--- src/rtl/op_pkg.sv ---
// Shared constants and types for the 8-bit operand datapath result stage.
// The occupancy enum is the buffer's externally visible state.
package op_pkg;

    localparam int OP_DATA_W     = 8;
    localparam int OP_FIFO_DEPTH = 4;
    localparam int OP_ACC_W      = 12;
    localparam int OP_LVL_W      = $clog2(OP_FIFO_DEPTH) + 1;

    typedef enum logic [1:0] {
        OCC_EMPTY = 2'd0,
        OCC_PART  = 2'd1,
        OCC_FULL  = 2'd2
    } occ_e;

endpackage

--- src/rtl/sync_fifo_core.sv ---
// Storage, read/write pointers and occupancy counter of a small synchronous FIFO.
// Callers guarantee push only when !full and pop only when !empty.
module sync_fifo_core
    import op_pkg::*;
#(
    parameter  int DATA_W = OP_DATA_W,
    parameter  int DEPTH  = OP_FIFO_DEPTH,
    localparam int PTR_W  = $clog2(DEPTH),
    localparam int LVL_W  = PTR_W + 1
) (
    input  logic              clk,
    input  logic              reset,
    input  logic              push,
    input  logic              pop,
    input  logic [DATA_W-1:0] wdata,
    output logic [DATA_W-1:0] rdata,
    output logic [LVL_W-1:0]  level,
    output logic              full,
    output logic              empty,
    output occ_e              occ
);

    logic [DATA_W-1:0] mem_q [DEPTH];
    logic [PTR_W-1:0]  wr_ptr_q, wr_ptr_d;
    logic [PTR_W-1:0]  rd_ptr_q, rd_ptr_d;
    logic [LVL_W-1:0]  level_q, level_d;

    // Entries carry no reset; they are don't-care until written.
    always_ff @(posedge clk) begin
        if (push) begin
            mem_q[wr_ptr_q] <= wdata;
        end
    end

    always_comb begin
        wr_ptr_d = wr_ptr_q;
        rd_ptr_d = rd_ptr_q;
        level_d  = level_q;
        if (push) begin
            wr_ptr_d = wr_ptr_q + PTR_W'(1);
        end
        if (pop) begin
            rd_ptr_d = rd_ptr_q + PTR_W'(1);
        end
        case ({push, pop})
            2'b10:   level_d = level_q + LVL_W'(1);
            2'b01:   level_d = level_q - LVL_W'(1);
            default: level_d = level_q;
        endcase
    end

    always_ff @(posedge clk or posedge reset) begin
        if (reset) begin
            wr_ptr_q <= '0;
            rd_ptr_q <= '0;
            level_q  <= '0;
        end else begin
            wr_ptr_q <= wr_ptr_d;
            rd_ptr_q <= rd_ptr_d;
            level_q  <= level_d;
        end
    end

    assign level = level_q;
    assign full  = (level_q == LVL_W'(DEPTH));
    assign empty = (level_q == '0);

    // Forcing zero while empty gives a clean out_data after reset without resetting storage.
    assign rdata = empty ? '0 : mem_q[rd_ptr_q];

    always_comb begin
        occ = OCC_PART;
        if (empty) begin
            occ = OCC_EMPTY;
        end else if (full) begin
            occ = OCC_FULL;
        end
    end

endmodule

--- src/rtl/op_result_buffer.sv ---
// Result buffer: FIFO between the operator stage and the output pins, plus a
// saturating running sum of accepted words and a sticky push-while-full flag.
module op_result_buffer
    import op_pkg::*;
#(
    parameter  int DATA_W = OP_DATA_W,
    parameter  int DEPTH  = OP_FIFO_DEPTH,
    parameter  int ACC_W  = OP_ACC_W,
    localparam int LVL_W  = $clog2(DEPTH) + 1
) (
    input  logic              clk,
    input  logic              reset,
    input  logic [DATA_W-1:0] in_data,
    input  logic              in_valid,
    output logic              in_ready,
    output logic [DATA_W-1:0] out_data,
    output logic              out_valid,
    input  logic              out_ready,
    input  logic              acc_clr,
    output logic [ACC_W-1:0]  acc_out,
    output logic              ovf,
    output logic [LVL_W-1:0]  level,
    output occ_e              occ_dbg
);

    // Handshake: a word moves only when valid and ready are both high at the
    // rising edge; in_ready and out_valid are functions of registered level only.
    logic              push;
    logic              pop;
    logic              full;
    logic              empty;
    logic              ovf_attempt;
    logic [ACC_W:0]    acc_sum;
    logic [ACC_W-1:0]  acc_q, acc_d;
    logic              ovf_q, ovf_d;

    sync_fifo_core #(
        .DATA_W (DATA_W),
        .DEPTH  (DEPTH)
    ) u_fifo (
        .clk   (clk),
        .reset (reset),
        .push  (push),
        .pop   (pop),
        .wdata (in_data),
        .rdata (out_data),
        .level (level),
        .full  (full),
        .empty (empty),
        .occ   (occ_dbg)
    );

    assign in_ready    = ~full;
    assign out_valid   = ~empty;
    assign push        = in_valid & in_ready;
    assign pop         = out_valid & out_ready;
    assign ovf_attempt = in_valid & full;

    // One extra bit of sum width; its carry selects the saturated value.
    assign acc_sum = {1'b0, acc_q} + {{(ACC_W + 1 - DATA_W){1'b0}}, in_data};

    always_comb begin
        acc_d = acc_q;
        ovf_d = ovf_q;
        if (acc_clr && push) begin
            acc_d = {{(ACC_W - DATA_W){1'b0}}, in_data};
        end else if (acc_clr) begin
            acc_d = '0;
        end else if (push) begin
            acc_d = acc_sum[ACC_W] ? '1 : acc_sum[ACC_W-1:0];
        end
        if (acc_clr) begin
            ovf_d = 1'b0;
        end else if (ovf_attempt) begin
            ovf_d = 1'b1;
        end
    end

    always_ff @(posedge clk or posedge reset) begin
        if (reset) begin
            acc_q <= '0;
            ovf_q <= 1'b0;
        end else begin
            acc_q <= acc_d;
            ovf_q <= ovf_d;
        end
    end

    assign acc_out = acc_q;
    assign ovf     = ovf_q;

endmodule

--- config.mk ---
export PLATFORM = sky130hd
export DESIGN_NAME = op_result_buffer
export DESIGN_NICKNAME = d
export VERILOG_FILES = /design/src/rtl/op_pkg.sv /design/src/rtl/sync_fifo_core.sv /design/src/rtl/op_result_buffer.sv
export SDC_FILE = /design/constraint.sdc
export NUM_CORES = 1
export LEC_CHECK = 0
export BUFFER_PORTS_ARGS = -buffer_cell sky130_fd_sc_hd__buf_4
export CAP_MARGIN = 10
export CORE_ASPECT_RATIO = 2
export CORE_MARGIN = 2
export CORE_UTILIZATION = 60
export CTS_CLUSTER_DIAMETER = 50
export DETAILED_ROUTE_END_ITERATION = 8
export PLACE_DENSITY = 0.86
export SYNTH_ARGS = -nofsm -noshare
export SYNTH_HDL_FRONTEND = slang
export SYNTH_HIERARCHICAL = 1
export SYNTH_SLANG_ARGS = --single-unit
--- constraint.sdc ---
create_clock -name clk -period 3.9 [get_ports clk]
set_clock_uncertainty 0.05 [all_clocks]
set_input_delay 0.585 -clock clk [delete_from_list [all_inputs] [get_ports clk]]
set_output_delay 0.585 -clock clk [all_outputs]
set_load 0.02 [all_outputs]
======== Yosys cells after proc, flatten, opt, wreduce, memory -nomap -nowiden ========
Memories as Yosys holds them, arrays and structs flattened.
Cells that the tools add are included.
storage, ports and cells
  register bits ........................... 20
  RAM bits ................................ 32
  output and inout port bits .............. 28
  word-level logic and storage cells ...... 36
  memories ................................ 1
operators by class
  $add $sub $neg .......................... 5
  equal/unequal tests ..................... 3
  muxes and demuxes ....................... 12
  bitwise gates (word level) .............. 5
  reduce and logical (&&, ||, !) cells .... 5
memories
  name          words  width  read ports  clocked after memory_dff  write ports  line                  text
  u_fifo.mem_q  4      8      1           0                         1            sync_fifo_core.sv:23  logic [DATA_W-1:0] mem_q [DEPTH];
operator list
  operator                                                               number
  12-bit two-way mux                                                     4
  12-bit by 8-bit adder with 13-bit output                               1
  8-bit two-way mux                                                      1
  3-bit case mux with 2 select lines                                     1
  2-bit by 1-bit adder with 2-bit output, second input constant          2
  1-bit two-way mux                                                      4
  2-bit two-way mux                                                      2
  2-bit nonzero test                                                     2
  3-bit by 1-bit adder with 3-bit output, second input constant          1
  1-bit AND                                                              3
  3-bit equality test, second input constant                             1
  3-bit zero test                                                        1
  3-bit nonzero test                                                     1
  3-bit by 1-bit subtractor with 3-bit output, second input constant     1
  2-bit by 1-bit equality test with 1-bit output, second input constant  1
  2-bit equality test, second input constant                             1
  1-bit inverter                                                         2
  1-bit logical AND                                                      1

======== Depth between registers and ports, before layout ========
  word-level depth ........................ 6
  mapped depth ............................ 14
  mapped depth without buffers ............ 12

======== Hierarchy ========
The synthesis kept the hierarchy.
by module, submodules not included
  module            times used  cells each  area each (um^2)
  sync_fifo_core    1           89          1621.6
  op_result_buffer  1           125         1078.5

======== Least setup slack after synthesis ========
OpenSTA, ideal clock, no wires.
  path type ............................... register to register
  start point ............................. register u_fifo.level_q[0] (netlist: u_fifo/level[0])
  end point ............................... register u_fifo.level_q[2] (netlist: u_fifo/level[2])
  arrival ................................. 2.515 ns
  data required time ...................... 3.770 ns
  setup slack ............................. 1.255 ns
  cell stages (with the launch flop) ...... 15
  buffers on the path ..................... 2
  period minus slack after synthesis ...... 2.645 ns
  cell sequence ........................... dfrtp_1 -> inv_1 -> and3_1 -> inv_1 -> nand2_1 -> inv_1 -> buf_2 -> buf_2 -> inv_1 -> ha_1 -> inv_1 -> fa_1 -> xor2_1 -> nor2_1 -> xor2_1
between the ends
  cells in the longest elaborated chain, start to end .. 5
  elaborated cells on any way between the ends .. 12
ends and longest elaborated chain
  item                                                                                          line                    text
  from (decl)                                                                                   sync_fifo_core.sv:26    logic [LVL_W-1:0] level_q, level_d;
  from (signal assigned)                                                                        sync_fifo_core.sv:60    level_q <= level_d;
  3-bit equality test *                                                                         sync_fifo_core.sv:65    assign full = (level_q == LVL_W'(DEPTH));
  named net full                                                                                op_result_buffer.sv:30  logic full;
  1-bit inverter *                                                                              op_result_buffer.sv:53  assign in_ready = ~full;
  named net in_ready                                                                            op_result_buffer.sv:15  output logic in_ready,
  1-bit AND *                                                                                   op_result_buffer.sv:55  assign push = in_valid & in_ready;
  named net push                                                                                op_result_buffer.sv:28  logic push;
  2-bit by 1-bit equality test with 1-bit output / 2-bit equality test (equally long branches)  sync_fifo_core.sv:45    case ({push, pop})
  3-bit case mux with 2 select lines / 2-bit nonzero test (equally long branches)               --
Mark *: on every way through the listed nets, which the timed path passes. The rest lies on a longest branch.
A chain may end at the register's enable or synchronous reset.

======== Worst setup path in the final report ========
  start point ............................. register u_fifo.level_q[0] (netlist: u_fifo/level[0])
  end point ............................... register u_fifo.level_q[2] (netlist: u_fifo/level[2])
between the ends
  cells in the longest elaborated chain, start to end .. 5
  elaborated cells on any way between the ends .. 12
ends and longest elaborated chain
  item                                                                                          line
  3-bit equality test / 3-bit zero test (equally long branches)                                 sync_fifo_core.sv:65, sync_fifo_core.sv:66
  1-bit inverter, on equally long branches                                                      op_result_buffer.sv:53, op_result_buffer.sv:54
  1-bit AND, on equally long branches                                                           op_result_buffer.sv:55, op_result_buffer.sv:56
  2-bit by 1-bit equality test with 1-bit output / 2-bit equality test (equally long branches)  sync_fifo_core.sv:45
  3-bit case mux with 2 select lines / 2-bit nonzero test (equally long branches)               --
Parallel ways exist; a longest one is shown, timed or not.

==> results.md <==
- Fmax: 353 MHz
- R2R Path Start: u_fifo/level[0]
- Root Buffer Master: clkbuf_8
- Setup crit start kind: register
- Routed Antenna Nets: 0
- Minimum clock period: 2.83 ns
- Worst-Skew Late Latency: 0.30 ns
- Synth Warn #: 6
- Run status: finished, final reports clean
- Ports: 41
- Worst VDD drop: 0.442 mV
- Layout cells sized above 1: 24.1%
- Most numerous cell in the Yosys netlist: edfxtp_1
- Row cnt: 34
- Synthesized cell area: 2700 µm²
- Crit Path Max Fanout: 27
- Syn_area_per_cell: 12.6 µm²
- Post-CTS Setup Bufs: 0
- Gr ovfl total: 0
- Slew margin rel.: 51.9%
- Routed len/inst: 17.2 µm
- Worst Setup End Kind: register
- Largest net degree at the start of global routing: 28
- Post-placement cell count: 299
- R2R setup slack: 1.07 ns
- Antenna violations before repair: 0
- Final Setup Violations: 0
- Clock buffer count from CTS: 5
- Sequential area share after synthesis: 54.1%
- Core Footprint: 4340 µm²
- Via count: 1813
- Post-CTS Hold Fix Bufs: 0
- Final WL: 5280 µm
- Synth area leaders: edfxtp_1, dfrtp_1, mux4_2
- Pwr per Cell Area: 705 nW/µm²
- Synthesized netlist net count: 242
- Initial core utilization: 62.2%
- Htree depth: 2
- Final hold viol count: 0
- First DRT Iteration DRCs: 42
- # resized after CTS: 0
- Setup TNS: 0 ns
- Number of flops mapped to enable cells by yosys: 32
- Yosys cell types: 42
- Yosys top cell by area: edfxtp_1
- Share of the synthesized area in the top cell type: 35.6%
- Vias in the first global route: 1778
- Max Transition Viols Final: 0
- Leak: 0.00131 µW
- Worst-Margin Slew: 0.720 ns
- Gpl congestion: 0.913
- HPWL Detailed: 4030 µm
- Gr usage total: 22.8%
- First-pass GRT wire length: 8510 µm
- ANT cells: 0
- Filler cells: 318
- Max-cap violations: 0
- Clock sink count: 52
- RSZ-0062 raised after global routing: no
- Post-synth top flop: edfxtp_1
- Post-synth top cells: edfxtp_1, dfrtp_1, inv_1
- First-pass iteration count of the detailed router: 4
- CTS clk-pin slew, worst paths: 0.09 ns
- R2R Path End: u_fifo/level[2]
- Vias/cell: 5.91
- CTS tree: done
- Part of the cycle the worst path needs: 72.6%
- Area delta synth->final: 14.3%
- Worst EP required: 4.08 ns
- DIE HEIGHT: 98.9 µm
- Max Buffers Root-to-Sink: 2
- Die W: 51.4 µm
- Worst Path Arrival: 3.01 ns
- Fraction of registers with async set/reset: 38.5%
- Hold WC Path Type: input pin to asynchronous set/reset pin
- Die area: 5090 µm²
- Port Buffer Count: 40
- Non-filler instance count after layout: 307
- Mapped Cells: 214
- Seq cells post-synth: 52
- Cell count of the worst reg-to-reg path: 12
- Crit Path Category: register to register
- NumNets Final: 280
- # DRC: 0
[layout by cell type, fill, tap and decap left out, drive strengths merged, types with 2 or more instances in the layout]
master	netlist	routed
buf	8	40
edfxtp	32	32
dfrtp	20	20
inv	14	14
ha	13	13
o21ai	12	12
a21oi	11	11
nor2b	11	11
nor2	10	10
nand3	9	9
nand2	8	8
mux4	8	8
nor3	6	6
xnor2	6	6
clkbuf	1	6
o31ai	5	5
a21o	5	5
xor2	5	5
and3	4	4
and2	4	4
a211oi	3	3
o311a	2	2
fa	2	2
[state kept, by name (all words and copies together), names as in the netlist]
signal,cells
ovf,1
u_fifo/mem_q,32
acc_out,12
u_fifo/level,3
u_fifo/rd_ptr_q,2
u_fifo/wr_ptr_q,2
[metrics by stage]
step	setup WS [ns]	power [µW]	instance area [µm²]	util, %	hold WS [ns]
final	1.07	2170	3090	71.1	0.167
after global routing	0.879	2300	3090	71.1	0.187
after CTS	1.10	2190	3090	71.1	0.166
after detailed placement	1.13	1890	3000	69.1	0.453
after global placement	1.25	1860	3000	69.1	0.436
after floorplan	1.25	1570	2700	-	0.338
[layout make-up]
class	count	area (µm²)	share of cell area (%)
clock inverter	2	16.3	0.527
inverter	14	52.6	1.70
tap	54	67.6	2.19
multi-input combinational	139	1110	36.1
sequential	52	1460	47.4
clock buffer	6	72.6	2.35
timing repair buffer	40	300	9.73
[cells by family after synthesis]
family / share of synthesized area (%)
buffers and inverters: 4.59
DFF: 54.1
xor gates and xnor gates: 3.57
adders and majority gates: 7.51
AOI/OAI and AO/OA: 11.5
muxes: 7.46
and+or+nand+nor: 11.3
[worst max-delay path: stages, from the launching register on]
cell and delay [ns]:
dfrtp_1 0.42, inv_1 0.11, and3_1 0.20, inv_1 0.06
nand2_1 0.25, inv_1 0.41, inv_1 0.16, ha_1 0.21
inv_1 0.06, fa_1 0.39, xor2_1 0.17, nor2_1 0.12
xor2_1 0.15
[layer usage]
| layer | track usage [%] | part of all wire (%) | vias up |
|---|---|---|---|
| met5 | 0 | 0 | - |
| met4 | 11.9 | 3.7 | 0 |
| met3 | 2.27 | 3.0 | 14 |
| met2 | 41.6 | 58 | 52 |
| met1 | 24.8 | 35 | 885 |
| li1 | - | - | 862 |
[report_power, final]
| part | leakage (µW) | switching, µW | total [µW] | internal (µW) |
|---|---|---|---|---|
| sequential | 0.000544 | 123 | 850 | 728 |
| combinational | 0.000724 | 552 | 1030 | 477 |
| clock | 0.0000414 | 167 | 295 | 128 |
[worst max path at each step]
| stage | start | end | slack [ns] | cells past startpoint |
|---|---|---|---|---|
| after floorplan | u_fifo/level[0] | u_fifo/level[2] | 1.25 | 14 |
| after global placement | u_fifo/level[0] | u_fifo/level[2] | 1.25 | 12 |
| after detailed placement | u_fifo/level[1] | u_fifo/level[2] | 1.13 | 12 |
| after CTS | u_fifo/level[0] | u_fifo/level[2] | 1.10 | 12 |
| after global routing | u_fifo/level[1] | u_fifo/level[2] | 0.88 | 12 |
| final | u_fifo/level[0] | u_fifo/level[2] | 1.07 | 12 |
Note: power is estimated with default switching activity, not from simulation.
